==> config.mk <==
export PLATFORM = sky130hd
export DESIGN_NAME = ws2812_pixel_arbiter
export DESIGN_NICKNAME = d
export VERILOG_FILES = /design/src/rtl/ws2812_pkg.sv /design/src/rtl/ws2812_rr_arbiter.sv /design/src/rtl/ws2812_pixel_arbiter.sv
export SDC_FILE = /design/constraint.sdc
export NUM_CORES = 1
export LEC_CHECK = 0
export BUFFER_PORTS_ARGS = -buffer_cell sky130_fd_sc_hd__buf_4
export CAP_MARGIN = 20
export CORE_MARGIN = 3
export CORE_UTILIZATION = 40
export CTS_BUF_LIST = sky130_fd_sc_hd__clkbuf_4 sky130_fd_sc_hd__clkbuf_8
export DETAILED_ROUTE_END_ITERATION = 12
export PLACE_DENSITY = 0.75
export SYNTH_ARGS = -nofsm -noshare
export SYNTH_HDL_FRONTEND = slang
export SYNTH_SLANG_ARGS = --single-unit
==> constraint.sdc <==
create_clock -name clk_i -period 4.2 [get_ports clk_i]
set_input_delay 0.84 -clock clk_i [delete_from_list [all_inputs] [get_ports clk_i]]
set_output_delay 0.84 -clock clk_i [all_outputs]
set_load 0.01 [all_outputs]
==> src/rtl/ws2812_pkg.sv <==
// rtl/ws2812_pkg.sv - shared pixel type, constants and helpers for the ws2812 pixel arbiter
package ws2812_pkg;

    typedef struct packed {
        logic [7:0] r;
        logic [7:0] g;
        logic [7:0] b;
    } pixel_t;

    // Driver bit period in clocks; a full refill must fit inside one bit
    localparam int CYCLES_BIT = 63;

    // Width of a channel index; a single channel still gets one bit
    function automatic int ch_width(input int n);
        return (n > 1) ? $clog2(n) : 1;
    endfunction

    // (component * (br + 1)) >> 8; br = 255 passes the component through
    function automatic logic [7:0] scale8(input logic [7:0] c, input logic [7:0] br);
        logic [15:0] prod;
        prod = 16'(c) * (16'(br) + 16'd1);
        return prod[15:8];
    endfunction

    function automatic pixel_t scale_pixel(input pixel_t p, input logic [7:0] br);
        pixel_t s;
        s.r = scale8(p.r, br);
        s.g = scale8(p.g, br);
        s.b = scale8(p.b, br);
        return s;
    endfunction

endpackage

==> src/rtl/ws2812_rr_arbiter.sv <==
// rtl/ws2812_rr_arbiter.sv - round-robin arbiter with a rotating priority pointer
module ws2812_rr_arbiter
    import ws2812_pkg::*;
#(
    parameter int N = 4,
    localparam int CHW = ch_width(N)
) (
    input  logic           clk_i,
    input  logic           rst_n_i,
    input  logic [N-1:0]   req_i,
    output logic [N-1:0]   grant_o,
    output logic [CHW-1:0] grant_idx_o,
    output logic           grant_valid_o
);

    logic [CHW-1:0] last_q;
    logic [CHW-1:0] last_d;

    // Search starts one past the previous winner so every requester is served within N grants
    always_comb begin
        int             c;
        logic [CHW-1:0] idx;
        grant_o       = '0;
        grant_idx_o   = '0;
        grant_valid_o = 1'b0;
        c             = 0;
        idx           = '0;
        for (int i = 0; i < N; i++) begin
            c = int'(last_q) + 1 + i;
            if (c >= N) begin
                c = c - N;
            end
            idx = CHW'(c);
            if (!grant_valid_o && req_i[idx]) begin
                grant_valid_o = 1'b1;
                grant_idx_o   = idx;
                grant_o[idx]  = 1'b1;
            end
        end
        last_d = grant_valid_o ? grant_idx_o : last_q;
    end

    // Pointer holds the last winner; reset value makes channel 0 win first
    always_ff @(posedge clk_i or negedge rst_n_i) begin
        if (!rst_n_i) begin
            last_q <= CHW'(N - 1);
        end else begin
            last_q <= last_d;
        end
    end

endmodule

==> src/rtl/ws2812_pixel_arbiter.sv <==
// rtl/ws2812_pixel_arbiter.sv - shares one pixel RAM read port among ws2812 drivers; option WS2812_ARB_BRIGHTNESS_EN
module ws2812_pixel_arbiter
    import ws2812_pkg::*;
#(
    parameter int CHANNELS    = 4,
    parameter int ADDR_WIDTH  = 9,
    parameter int RAM_LATENCY = 1,
    localparam int CHW = ch_width(CHANNELS)
) (
    input  logic                           clk_i,
    input  logic                           rst_n_i,
    input  logic [CHANNELS*ADDR_WIDTH-1:0] ch_address_i,
`ifdef WS2812_ARB_BRIGHTNESS_EN
    input  logic [7:0]                     brightness_i,
`endif
    output logic [CHANNELS*8-1:0]          ch_r_o,
    output logic [CHANNELS*8-1:0]          ch_g_o,
    output logic [CHANNELS*8-1:0]          ch_b_o,
    output logic [CHANNELS-1:0]            ch_valid_o,
    output logic                           ram_rd_o,
    output logic [CHW+ADDR_WIDTH-1:0]      ram_addr_o,
    input  logic [23:0]                    ram_data_i
);

    localparam int AW = ADDR_WIDTH;

    if (CHANNELS < 1 || CHANNELS > 16 || RAM_LATENCY < 1 || RAM_LATENCY > 3 ||
        CHANNELS + RAM_LATENCY + 1 >= CYCLES_BIT) begin : g_param_check
        $error("ws2812_pixel_arbiter: CHANNELS/RAM_LATENCY out of range or refill exceeds a bit period");
    end

    logic [AW-1:0]       addr       [CHANNELS];
    logic [AW-1:0]       req_addr_q [CHANNELS];
    logic [AW-1:0]       req_addr_d [CHANNELS];
    pixel_t              pixel_q    [CHANNELS];
    pixel_t              pixel_d    [CHANNELS];
    logic [CHANNELS-1:0] pending_q, pending_d;
    logic [CHANNELS-1:0] loaded_q, loaded_d;
    logic [CHANNELS-1:0] stale, eligible, gnt_onehot;
    logic                gnt_valid;
    logic [CHW-1:0]      gnt_idx;
    logic                ram_rd_q, ram_rd_d;
    logic [CHW+AW-1:0]   ram_addr_q, ram_addr_d;
    logic [RAM_LATENCY-1:0] pipe_v_q;
    logic [CHW-1:0]      pipe_ch_q  [RAM_LATENCY];
    logic                ret_valid;
    logic [CHW-1:0]      ret_ch;
    pixel_t              ret_pixel;

    // Unpack driver addresses, flag stale channels and present the held pixels
    always_comb begin
        addr       = '{default: '0};
        stale      = '0;
        eligible   = '0;
        ch_valid_o = '0;
        ch_r_o     = '0;
        ch_g_o     = '0;
        ch_b_o     = '0;
        for (int c = 0; c < CHANNELS; c++) begin
            addr[c]          = ch_address_i[c*AW +: AW];
            stale[c]         = !loaded_q[c] || (addr[c] != req_addr_q[c]);
            eligible[c]      = stale[c] && !pending_q[c];
            ch_valid_o[c]    = !stale[c] && !pending_q[c];
            ch_r_o[c*8 +: 8] = pixel_q[c].r;
            ch_g_o[c*8 +: 8] = pixel_q[c].g;
            ch_b_o[c*8 +: 8] = pixel_q[c].b;
        end
    end

    assign ret_valid = pipe_v_q[RAM_LATENCY-1];
    assign ret_ch    = pipe_ch_q[RAM_LATENCY-1];
`ifdef WS2812_ARB_BRIGHTNESS_EN
    assign ret_pixel = scale_pixel(pixel_t'(ram_data_i), brightness_i);
`else
    assign ret_pixel = pixel_t'(ram_data_i);
`endif

    ws2812_rr_arbiter #(
        .N (CHANNELS)
    ) u_arbiter (
        .clk_i         (clk_i),
        .rst_n_i       (rst_n_i),
        .req_i         (eligible),
        .grant_o       (gnt_onehot),
        .grant_idx_o   (gnt_idx),
        .grant_valid_o (gnt_valid)
    );

    // Returning data lands first, then the new grant marks its channel as in flight
    always_comb begin
        req_addr_d = req_addr_q;
        pixel_d    = pixel_q;
        pending_d  = pending_q;
        loaded_d   = loaded_q;
        ram_rd_d   = gnt_valid;
        ram_addr_d = '0;
        if (ret_valid) begin
            pending_d[ret_ch] = 1'b0;
            loaded_d[ret_ch]  = 1'b1;
            pixel_d[ret_ch]   = ret_pixel;
        end
        if (gnt_valid) begin
            pending_d           = pending_d | gnt_onehot;
            req_addr_d[gnt_idx] = addr[gnt_idx];
            ram_addr_d          = {gnt_idx, addr[gnt_idx]};
        end
    end

    // Per-channel state and the registered RAM request
    always_ff @(posedge clk_i or negedge rst_n_i) begin
        if (!rst_n_i) begin
            req_addr_q <= '{default: '0};
            pixel_q    <= '{default: '0};
            pending_q  <= '0;
            loaded_q   <= '0;
            ram_rd_q   <= 1'b0;
            ram_addr_q <= '0;
        end else begin
            req_addr_q <= req_addr_d;
            pixel_q    <= pixel_d;
            pending_q  <= pending_d;
            loaded_q   <= loaded_d;
            ram_rd_q   <= ram_rd_d;
            ram_addr_q <= ram_addr_d;
        end
    end

    // Return pipeline follows each issued read so it exits alongside its RAM data; reset drops reads in flight
    always_ff @(posedge clk_i or negedge rst_n_i) begin
        if (!rst_n_i) begin
            pipe_v_q  <= '0;
            pipe_ch_q <= '{default: '0};
        end else begin
            pipe_v_q[0]  <= ram_rd_q;
            pipe_ch_q[0] <= ram_addr_q[CHW+AW-1 -: CHW];
            for (int i = 1; i < RAM_LATENCY; i++) begin
                pipe_v_q[i]  <= pipe_v_q[i-1];
                pipe_ch_q[i] <= pipe_ch_q[i-1];
            end
        end
    end

    assign ram_rd_o   = ram_rd_q;
    assign ram_addr_o = ram_addr_q;

endmodule

==> results.ini <==
[outcome]
status=finished, final reports clean

[setup_path]
setup_crit_end_kind=flip-flop
start_kind=flip-flop
required_ns=4.54
critical_path.max_fanout=19
ff2ff_setup_slack_ns=0.44
cp.arrival_ns=4.11
critPathKind=reg2reg

[final_layout]
drive_above_1_share_pct=50.65
layout.nets=750
layout_commonest_cell=buf_4
final_core_utilization_pct=53.93
filler_cell_count=1396
final_area_um2=8753
syn_to_final_growth_pct=29.41
commonest_cells_after_routing_fill_and_taps_aside=buf_4, dfrtp_1, mux2_2
antennaDiodeCount=0
multi_input_logic_area_um2=2701
storage_element_area_um2=3931

[grt]
grt_pass1_wl_um=26120
met3_usage_pct=5.551
vias_in_the_first_global_route=4890
groute.layer.met2.usage_pct=30.52
global_route.overflow_total=0
busiest_layer_in_global_routing=met2
met1_usage_pct=23.63
grt_usage_pct=18.32
grt_antenna_before_repair=0
pin_count_of_the_biggest_net_entering_global_routing=100

[timing]
post-route-period-util_pct=89.57
setup_total_negative_slack_ns=0
final.min_clock_period_ns=3.762
slew_headroom_pct=40.86
worst_slew_pin_slew_ns=0.8871
endpoints_failing_setup=0
finalHoldViolCount=0
rsz0062_at_grt=no
finalMaxSlewViolations=0
skew_ns=0.01727
fmaxAchievable_ghz=0.2658

[clocking]
cts_made_buffers=17
tritoncts=yes
cts_setup_buffers=0
cts_sinks=157
clock_tree.htree_level_count=4
clk_transition_reported_paths_ns=0.08
root_buffer=clkbuf_8
worst_case_clock_buffer_depth=2
cts.repair.resized=0
ctsHoldBuffers=0
clock_latency_at_the_later_pin_of_the_worst_skew_pair_ns=0.44

[yosys]
async_flop_share_pct=100.0
mappedNetlistArea_um2=6764
yosysSeqAreaShare_pct=58.12
synth_enable_flop_cells=0
synth_seq_cells=157
syn_area_per_cell_um2=13.61
syn-num-nets=563
synth-main-ff-cell=dfrtp_1
synthDistinctLibCells=50
synthesis.yosys.warnings=0
syn_inst=497

[die]
design.die.area_um2=18510
design.core.area_um2=16230
io_pins=174
fp.dieH_um=136.0
die_extent_in_x_um=136.0
fp_rows=46
floorplan.initialDensity_pct=41.67

[routing]
detailedRoute.firstPassIterationCount=5
vias=4736
route.detailed.wl_per_inst_um=18.53
post_drt_via_cell_ratio=5.187
antenna_violating_nets_post_route=0
drt_first_iter_violations=315
finalWirelength_um=16920
drcViolationCount=0

[power_and_ir_drop]
seq_power_share_pct=34.6
total_leakage_power_nw=3.919
share_comb_of_total_power_pct=51.1
internal_power_mw=4.913
sw_frac_of_total_pct=38.47
p_switching_mw=3.072
p_total_mw=7.985
power.share.clock_pct=14.3
vdd.ir_drop.worst_mv=0.4116
p_per_area_nw_per_um2=912.2

[placed_design]
place.port_buffers=173
placement.cell_area_um2=8344
post-dp-hpwl_um=12650
gp_congestion=0.8497

[worst_hold_path]
hp-class=reg2reg

[job]
max_capacitance_violation_count=0

Yosys cell counts, drive strengths merged, types with 8 or more instances:
cell type | instances | area [µm²]
nand3 | 24 | 120.1
a21bo | 9 | 90.09
nand4 | 8 | 50.05
xnor2 | 26 | 227.7
mux2i | 13 | 130.1
inv | 17 | 63.81
o211ai | 9 | 67.56
nand2 | 15 | 66.32
xor2 | 10 | 87.58
a21oi | 9 | 63.82
o21ai | 15 | 75.07
nor2 | 12 | 47.55
clkbuf | 11 | 41.29
dfrtp | 155 | 3879
mux2 | 115 | 1295
stage by stage:
step           std cells  hold WS (ns)  setup WS (ns)
3_3_place_gp         881        0.3773         0.1950
2_1_floorplan        497        0.4160          1.156
5_1_grt              913        0.3988         0.2132
6_report             913        0.3834         0.4380
4_1_cts              913        0.3876         0.5219
3_5_place_dp         881        0.3685         0.1948
flip-flops by register name (all words and copies together), names as in the netlist:
name,count
u_arbiter.last_q,2
ch_r_o,32
pending_q,4
pipe_ch_q,2
pipe_v_q,1
ram_addr_o,11
loaded_q,4
ram_rd_o,1
ch_b_o,32
ch_g_o,32
req_addr_q,36
critical path: stages (launching register included):
cell and delay, ns:
dfstp_2 0.70, inv_1 0.21, ha_1 0.31, nor2_1 0.19
o311ai_0 0.24, o2111ai_1 0.18, a21o_1 0.16, nand2_1 0.18
a21oi_4 0.64, inv_2 0.30, and2_1 0.33, o21ai_0 0.21
layout make-up:
cell class | count | area share, %
Clock buffer | 18 | 2.830
Clock inverter | 14 | 1.844
Inverter | 17 | 0.7290
Multi-Input combinational cell | 308 | 30.86
Sequential cell | 157 | 44.91
Tap cell | 216 | 3.087
Timing Repair Buffer | 183 | 15.74
kinds of logic (layout without fill, tap and decap cells):
group | Yosys count | after routing | synth area share, %
DFF | 157 | 157 | 58.12
AOI/OAI and AO/OA | 64 | 64 | 7.511
adders and majority gates | 4 | 4 | 0.7399
buffers and inverters | 32 | 232 | 2.016
and+or+nand+nor | 76 | 76 | 5.883
muxes | 128 | 128 | 21.07
xor gates and xnor gates | 36 | 36 | 4.661
path summary, 6_finish.rpt:
path,from,end,cells past startpoint
min in group asynchronous,rst_n_i,ch_r_o[7]$_DFFE_PN0P_,1
worst max register to register,u_arbiter.last_q[0]$_DFFE_PN1P_,req_addr_q[16]$_DFFE_PN0P_,11
worst min register to register,ram_addr_o[10]$_DFF_PN0_,pipe_ch_q[1]$_DFF_PN0_,0
worst min-delay path,ram_addr_o[10]$_DFF_PN0_,pipe_ch_q[1]$_DFF_PN0_,0
worst max-delay path,u_arbiter.last_q[0]$_DFFE_PN1P_,req_addr_q[16]$_DFFE_PN0P_,11
max in group asynchronous,rst_n_i,ch_r_o[28]$_DFFE_PN0P_,2
routing by layer:
| metal | part of all wire [%] | wire (µm) |
|---|---|---|
| met1 | 43 | 7340 |
| met2 | 48 | 8132 |
| met3 | 7.4 | 1254 |
| met4 | 1.1 | 190 |
| met5 | 0 | 0 |
power groups by stage:
stage / Combinational [mW] / Clock (mW) / Sequential [mW]
floorplan: 2.33 / 0 / 2.94
global route: 4.42 / 1.25 / 2.84
global placement: 4.00 / 0 / 2.74
detailed placement: 4.11 / 0 / 2.79
CTS: 4.12 / 1.18 / 2.76
finish: 4.08 / 1.14 / 2.76
(Power assumes the default switching activity.)
